### src/rtl/square4s_pkg.sv
// Shared types and constants for the square4s sequential squarer.
// Build option: define SQUARE4S_RADIX4_EN to retire two multiplier bits per RUN cycle.
package square4s_pkg;

  typedef enum logic [1:0] {
    IDLE = 2'd0,
    RUN  = 2'd1,
    DONE = 2'd2
  } state_t;

  localparam int N_DEF = 4;

  // Number of RUN iterations needed to consume an n-bit multiplier.
  function automatic int iter_count(input int n);
`ifdef SQUARE4S_RADIX4_EN
    return n / 2;
`else
    return n;
`endif
  endfunction

endpackage

### src/rtl/square4s_step.sv
// One shift-add iteration of the squarer: picks the addend from the low multiplier bit(s),
// adds it at the current weight, and advances multiplier and count (SQUARE4S_RADIX4_EN selects radix-4).
module square4s_step #(
  parameter int N  = 4,
  parameter int CW = 3
) (
  input  logic [N-1:0]   i_mcand,
  input  logic [N-1:0]   i_mplier,
  input  logic [CW-1:0]  i_count,
  input  logic [2*N-1:0] i_acc,
  output logic [2*N-1:0] o_acc,
  output logic [N-1:0]   o_mplier,
  output logic [CW-1:0]  o_count
);

  logic [2*N-1:0] w_mcand;
  logic [2*N-1:0] w_addend;

  assign w_mcand = {{N{1'b0}}, i_mcand};

`ifdef SQUARE4S_RADIX4_EN
  // NOTE: every always_comb output gets a default first so no path can infer a latch.
  always_comb begin
    w_addend = '0;
    unique case (i_mplier[1:0])
      2'd1:    w_addend = w_mcand;
      2'd2:    w_addend = w_mcand << 1;
      2'd3:    w_addend = (w_mcand << 1) + w_mcand;
      default: w_addend = '0;
    endcase
  end

  assign o_mplier = i_mplier >> 2;
  assign o_count  = i_count + CW'(2);
`else
  assign w_addend = i_mplier[0] ? w_mcand : '0;
  assign o_mplier = i_mplier >> 1;
  assign o_count  = i_count + CW'(1);
`endif

  assign o_acc = i_acc + (w_addend << i_count);

endmodule

### src/rtl/square4s.sv
// Sequential unsigned squarer p = u*u: IDLE/RUN/DONE control plus operand and result registers.
// Build option SQUARE4S_RADIX4_EN halves the iteration count; the interface is unchanged.
module square4s
  import square4s_pkg::*;
#(
  parameter int N = N_DEF
) (
  input  logic           clk,
  input  logic           rst,
  input  logic           start,
  input  logic [N-1:0]   u,
  output logic           ready,
  output logic           done,
  output logic [2*N-1:0] p
);

  localparam int CW = $clog2(N + 1);
  // The shift amount advances by the bits retired per iteration, so it reaches N when finished.
  localparam logic [CW-1:0] C_LAST = CW'((N / iter_count(N)) * iter_count(N));

  state_t         r_state;
  logic [N-1:0]   r_mcand;
  logic [N-1:0]   r_mplier;
  logic [2*N-1:0] r_acc;
  logic [2*N-1:0] r_p;
  logic [CW-1:0]  r_count;

  logic [2*N-1:0] w_acc_next;
  logic [N-1:0]   w_mplier_next;
  logic [CW-1:0]  w_count_next;

  square4s_step #(.N(N), .CW(CW)) u_step (
    .i_mcand  (r_mcand),
    .i_mplier (r_mplier),
    .i_count  (r_count),
    .i_acc    (r_acc),
    .o_acc    (w_acc_next),
    .o_mplier (w_mplier_next),
    .o_count  (w_count_next)
  );

  // NOTE: state registers use non-blocking assignments so every flop samples pre-edge values.
  always_ff @(posedge clk or posedge rst) begin
    if (rst) begin
      r_state  <= IDLE;
      r_mcand  <= '0;
      r_mplier <= '0;
      r_acc    <= '0;
      r_p      <= '0;
      r_count  <= '0;
    end else begin
      unique case (r_state)
        IDLE: begin
          if (start) begin
            r_mcand  <= u;
            r_mplier <= u;
            r_acc    <= '0;
            r_count  <= '0;
            r_state  <= RUN;
          end
        end
        RUN: begin
          if (r_count == C_LAST) begin
            r_p     <= r_acc;
            r_state <= DONE;
          end else begin
            r_acc    <= w_acc_next;
            r_mplier <= w_mplier_next;
            r_count  <= w_count_next;
          end
        end
        DONE:    r_state <= IDLE;
        default: r_state <= IDLE;
      endcase
    end
  end

  assign ready = (r_state == IDLE);
  assign done  = (r_state == DONE);
  assign p     = r_p;

endmodule

### config.mk
export PLATFORM = sky130hd
export DESIGN_NAME = square4s
export DESIGN_NICKNAME = d
export VERILOG_FILES = /design/src/rtl/square4s_pkg.sv /design/src/rtl/square4s_step.sv /design/src/rtl/square4s.sv
export SDC_FILE = /design/constraint.sdc
export NUM_CORES = 1
export LEC_CHECK = 0
export BUFFER_PORTS_ARGS = -buffer_cell sky130_fd_sc_hd__buf_2
export CAP_MARGIN = 30
export CORE_ASPECT_RATIO = 1.25
export CORE_MARGIN = 4
export CORE_UTILIZATION = 35
export DETAILED_ROUTE_END_ITERATION = 16
export GPL_TIMING_DRIVEN = 1
export PLACE_DENSITY = 0.64
export SYNTH_ARGS = -nofsm -noshare
export SYNTH_HDL_FRONTEND = slang
export SYNTH_HIERARCHICAL = 1
export SYNTH_SLANG_ARGS = --single-unit
### constraint.sdc
create_clock -name clk -period 2.9 [get_ports clk]
set_input_delay 0.58 -clock clk [delete_from_list [all_inputs] [get_ports clk]]
set_output_delay 0.58 -clock clk [all_outputs]
set_load 0.02 [all_outputs]
[Yosys cells after proc, flatten, opt, wreduce, memory -nomap -nowiden]
Index checks and enable logic that the tools add are counted.
Operators by class
  add/subtract/negate cells: 2
  multiply operators: 0
  divide/modulo/power cells: 0
  magnitude comparators: 0
  equal/unequal tests: 6
  shift-type cells: 1
  mux-type cells: 13
  bitwise gates (word level): 0
  reduce and logical (&&, ||, !) cells: 6
Operator list (number)
  8-bit 2-to-1 mux: 2
  8-bit case mux with 2 select lines: 1
  4-bit 2-to-1 mux: 3
  8-bit adder: 1
  4-bit case mux with 2 select lines: 1
  8-bit by 3-bit left shift with 8-bit output: 1
  3-bit 2-to-1 mux: 2
  2-bit inequality test, second input constant: 3
  3-bit case mux with 2 select lines: 1
  2-bit AND reduction: 3
  2-bit 2-to-1 mux: 2
  2-bit case mux with 2 select lines: 1
  3-bit by 1-bit adder with 3-bit output, second input constant: 1
  3-bit equality test, second input constant: 1
  3-bit AND reduction: 1
  2-bit by 1-bit equality test with 1-bit output, second input constant: 1
  2-bit equality test, second input constant: 1
  2-bit logical NOT: 1
  2-bit nonzero test: 1
Word-level totals
  flip-flop bits (word level): 29
  latch bits: 0
  bits in writable memories: 0
  bits in read-only memories: 0
  output and inout port bits: 10
  logic and storage cells: 34
  memories kept: 0

[Depth between registers and ports, before layout]
  word-level depth: 5
  depth in mapped cells: 12
  depth with buffers taken out: 11

[Hierarchy]
The synthesis kept the hierarchy.
By module, submodules not included
  square4s: instances 1, cells each 95, area each 1242.4 sq um, sequential area each 725.7 sq um
  square4s_step: instances 1, cells each 80, area each 584.3 sq um, sequential area each 0.0 sq um

[Least setup slack after synthesis]
OpenSTA, ideal clock, no wires.
  kind: reg2reg
  start: register r_count[2]
  end: register r_acc[7]
  library setup time: 79 ps
  arrival: 2320 ps
  setup slack: 500 ps
  stages on the path, launching flop included: 12
  path buffers: 1
  clock period less this slack: 2400 ps
  cell sequence: dfrtp_1 buf_2 nand2b_1 or3_1 inv_1 ha_1 a21oi_1 o211ai_1 o41ai_1 xnor2_1 nand2_1 mux2i_1
On the way
  cells in the longest elaborated chain, start to end: 4
  elaborated cells on any way between the ends: 7
  classes of those cells: add/sub (1); eq/ne (2); shift (1); mux (2); reduce/logical (1)
Ends and longest elaborated chain
  start, declared: RTL line square4s.sv:26  | logic [CW-1:0] r_count;
  start signal, assigned: RTL line square4s.sv:69  | r_count <= w_count_next;
  8-bit by 3-bit left shift with 8-bit output: RTL line square4s_step.sv:41  | assign o_acc = i_acc + (w_addend << i_count);
  8-bit adder: RTL line square4s_step.sv:41
  via w_acc_next[7]: RTL line square4s.sv:28  | logic [2*N-1:0] w_acc_next;
  8-bit 2-to-1 mux: RTL line square4s.sv:63  | if (r_count == C_LAST) begin
  8-bit case mux with 2 select lines: RTL line square4s.sv:52  | unique case (r_state)
  end signal, assigned: RTL line square4s.sv:67  | r_acc <= w_acc_next;
  end, declared: RTL line square4s.sv:24  | logic [2*N-1:0] r_acc;
The timed path passes the listed nets, and every way through them passes these cells. The select of a mux whose other input is x is not followed.
A chain may end at the register's enable or synchronous reset.

[Worst setup path after layout]
  start: register r_count[0]
  end: register r_acc[7]
Same word-level chain as after synthesis.

==> results.txt <==
Syn_area_per_cell -> 10.44 µm²
Worst-Skew Late Latency -> 0.28 ns
Mapped Nets -> 191
CTS tree -> done
CP top delay family -> flip-flops
Period utilisation layout -> 87.86%
Setup violations, final -> 0
Crit path kind -> reg2reg
Core area -> 5080 µm²
Largest net degree at the start of global routing -> 30
# H-tree levels -> 2
Final number of hold-violating endpoints -> 0
Num CTS Buffers -> 5
Vias in the first global route -> 1231
CP cell instances -> mux2_2 > nand2b_1 > o21ai_1 > and2_1 > ha_1 > nand3_1 > o211ai_1 > o41ai_2 > xnor2_1 > nand2_1 > mux2i_1
Max Freq -> 392.5 MHz
Power Internal -> 1.386 mW
Initial antenna violation count -> 0
Die area -> 6446 µm²
Num Clock Sinks -> 29
Leading area contributor after synthesis -> dfrtp_1
Async S/R FF share, synth -> 100.0%
Yosys cell types -> 41
Post-DRT Antenna Nets -> 0
Crit-path max FO -> 10
Register area share after synthesis -> 39.73%
GP Congestion -> 0.7987
Lkg Pwr -> 1.030 nW
Ports -> 17
Sw power -> 0.9399 mW
Top-area cell type share of the netlist area -> 39.73%
Tot GR Track Use -> 11.31%
CP required -> 3.11 ns
Row cnt -> 29
HPWL Detailed -> 2431 µm
Post-Syn Area -> 1827 µm²
Root buf cell -> clkbuf_8
DRT Pass-1 Iters -> 4
Sequential fraction of design power -> 32.9%
Via-to-Cell Ratio -> 4.851
Vias after detailed routing -> 1237
#FFs+latches synth -> 29
R2R depth -> 11
Power share of the clock group -> 14.3%
FILL cells -> 522
Max Transition Viols Final -> 0
Sw Ratio -> 40.41%
Max cap viols -> 0
Total grt overflow -> 0
RSZ-0062 raised after global routing -> false
R2R setup slack -> 0.35 ns
Total power draw -> 2.326 mW
Synth Warn # -> 6
Max VDD drop -> 500.9 µV
Startpoint Class -> flip-flop
Buffers on Ports -> 16
Worst Skew -> 0.005327 ns
Global-route wire length before repair -> 5589 µm
Ratio of cells with drive above 1 in the final layout -> 29.53%
Gate power share -> 52.8%
CP max stage cell -> dfrtp_1
Worst Path Buf+Inv -> 0
Syn Inst Count -> 175
Final #Nets -> 209
Slew of the pin with the lowest slew margin -> 0.7551 ns
Setup_tns -> 0 ns
CP endpoint kind -> flip-flop
Worst hold slack -> 0.3605 ns
Wire length per cell -> 12.66 µm
Hold Path Class -> in2async
Max_slew headroom -> 49.56%
Post-synth top flop -> dfrtp_1
Initial Utilization -> 35.96%
Number of synthesized flops with an enable pin -> 0
Largest cells by area after synthesis -> dfrtp_1 40%, mux2_2 14%, mux2i_1 6.6%
Width of the die -> 72.62 µm
Cell with the most instances after synthesis -> dfrtp_1
Antenna fix cells -> 0
DRC viols -> 0
PD cells -> 1139 nW/µm²
Worst-path clk slew -> 0.06 ns
List of most frequent post-synthesis cells -> 29 x dfrtp_1, 22 x inv_1, 22 x mux2_2
Critical Path Start -> r_count[0]$_DFFE_PP0P_
Max Buffers Root-to-Sink -> 2
CP arrival -> 2.75 ns
Hold-fix buffers, CTS -> 0
Chip Height -> 88.77 µm
Layout Utilization -> 40.22%
Reg2reg start -> r_count[0]$_DFFE_PP0P_
Crit path largest cell delay -> 0.55 ns
Reg-to-Reg End -> r_acc[7]$_DFFE_PP0P_
Total wire length -> 3228 µm
Status -> complete, no violations
DR iter-0 viols -> 25
P&R area growth vs syn -> 11.85%
Tmin final -> 2.548 ns
[cell usage in the layout, fill, tap and decap left out, types with 5 or more instances in the layout]
cell | synthesis | layout
nor2_1 | 8 | 8
buf_4 | 4 | 5
nand2_1 | 14 | 14
buf_2 | 4 | 16
dfrtp_1 | 29 | 29
ha_1 | 8 | 8
mux2i_1 | 12 | 12
nand2b_1 | 6 | 6
inv_1 | 22 | 22
mux2_2 | 22 | 22
clkbuf_8 | 0 | 6
[state kept, by name, indices dropped and copies added, names as in the netlist]
name / flops
p: 8
r_acc: 8
r_count: 3
r_mcand: 4
r_mplier: 4
r_state: 2
[metal layers]
metal  up-vias  routed length (µm)  GRT usage [%]
met4         0                  59          5.705
met1       595                1437          12.16
met2        20                1609          19.62
met5         -                   0              0
met3         7                 121          3.864
li1        615                   -              -
[worst max path at each step]
stage | to | slack, ns | cells after the start
final | r_acc[7]$_DFFE_PP0P_ | 0.35 | 11
after global placement | r_acc[7]$_DFFE_PP0P_ | 0.18 | 11
after CTS | r_acc[7]$_DFFE_PP0P_ | 0.14 | 10
after global routing | r_acc[7]$_DFFE_PP0P_ | 0.08 | 11
after detailed placement | r_acc[7]$_DFFE_PP0P_ | 0.15 | 10
after floorplan | r_acc[7]$_DFFE_PP0P_ | 0.50 | 11
[worst register-to-register path, delay by kind of cell (launching register included)]
| family | cells | cell delay [ns] |
|---|---|---|
| adder cells (fa/ha/maj) | 1 | 0.34 |
| multiplexers | 2 | 0.52 |
| AO/OA/AOI/OAI | 3 | 0.50 |
| XOR/XNOR | 1 | 0.16 |
| flip-flops | 1 | 0.55 |
| AND/OR/NAND/NOR | 4 | 0.41 |
[cells by family after synthesis]
family / after synthesis / share of synthesized area [%]
compound gates: 17 / 7.672
mux: 36 / 21.64
other cells: 1 / 0.2053
xor+xnor: 6 / 3.288
fa+ha+maj: 9 / 6.576
flops: 29 / 39.73
buf+inv: 32 / 8.493
simple gates: 45 / 12.40
[stage by stage]
stage / setup WS (ns) / std cells / instance area [µm²]
final: 0.3521 / 255 / 2043
after global routing: 0.07863 / 255 / 2043
after CTS: 0.1370 / 255 / 2036
after detailed placement: 0.1494 / 248 / 1949
after global placement: 0.1756 / 248 / 1949
after floorplan: 0.5001 / 175 / 1827
[repair_timing]
| action | CTS | global route |
|---|---|---|
| setup endpoints to repair | 0 | 1 |
| buffers inserted | 0 | 0 |
| gates resized for setup | 0 | 1 |
| endpoints found under the hold margin | 0 | 0 |
[power groups by stage]
stage / Clock, mW / Sequential, mW / Combinational (mW)
after floorplan: 0 / 0.762 / 1.03
after CTS: 0.342 / 0.769 / 1.24
after global routing: 0.369 / 0.796 / 1.38
final: 0.333 / 0.765 / 1.23
after detailed placement: 0 / 0.777 / 1.24
after global placement: 0 / 0.765 / 1.21
[area by class of cell]
| cell class | count | area [µm²] | share of cell area, % |
|---|---|---|---|
| multi-input combinational | 114 | 953.4 | 46.66 |
| tap | 62 | 77.57 | 3.797 |
| sequential | 29 | 725.7 | 35.52 |
| clock buffer | 7 | 86.33 | 4.225 |
| timing repair buffer | 21 | 117.6 | 5.756 |
| inverter | 22 | 82.58 | 4.042 |
Power figures use the tool's default switching activity.
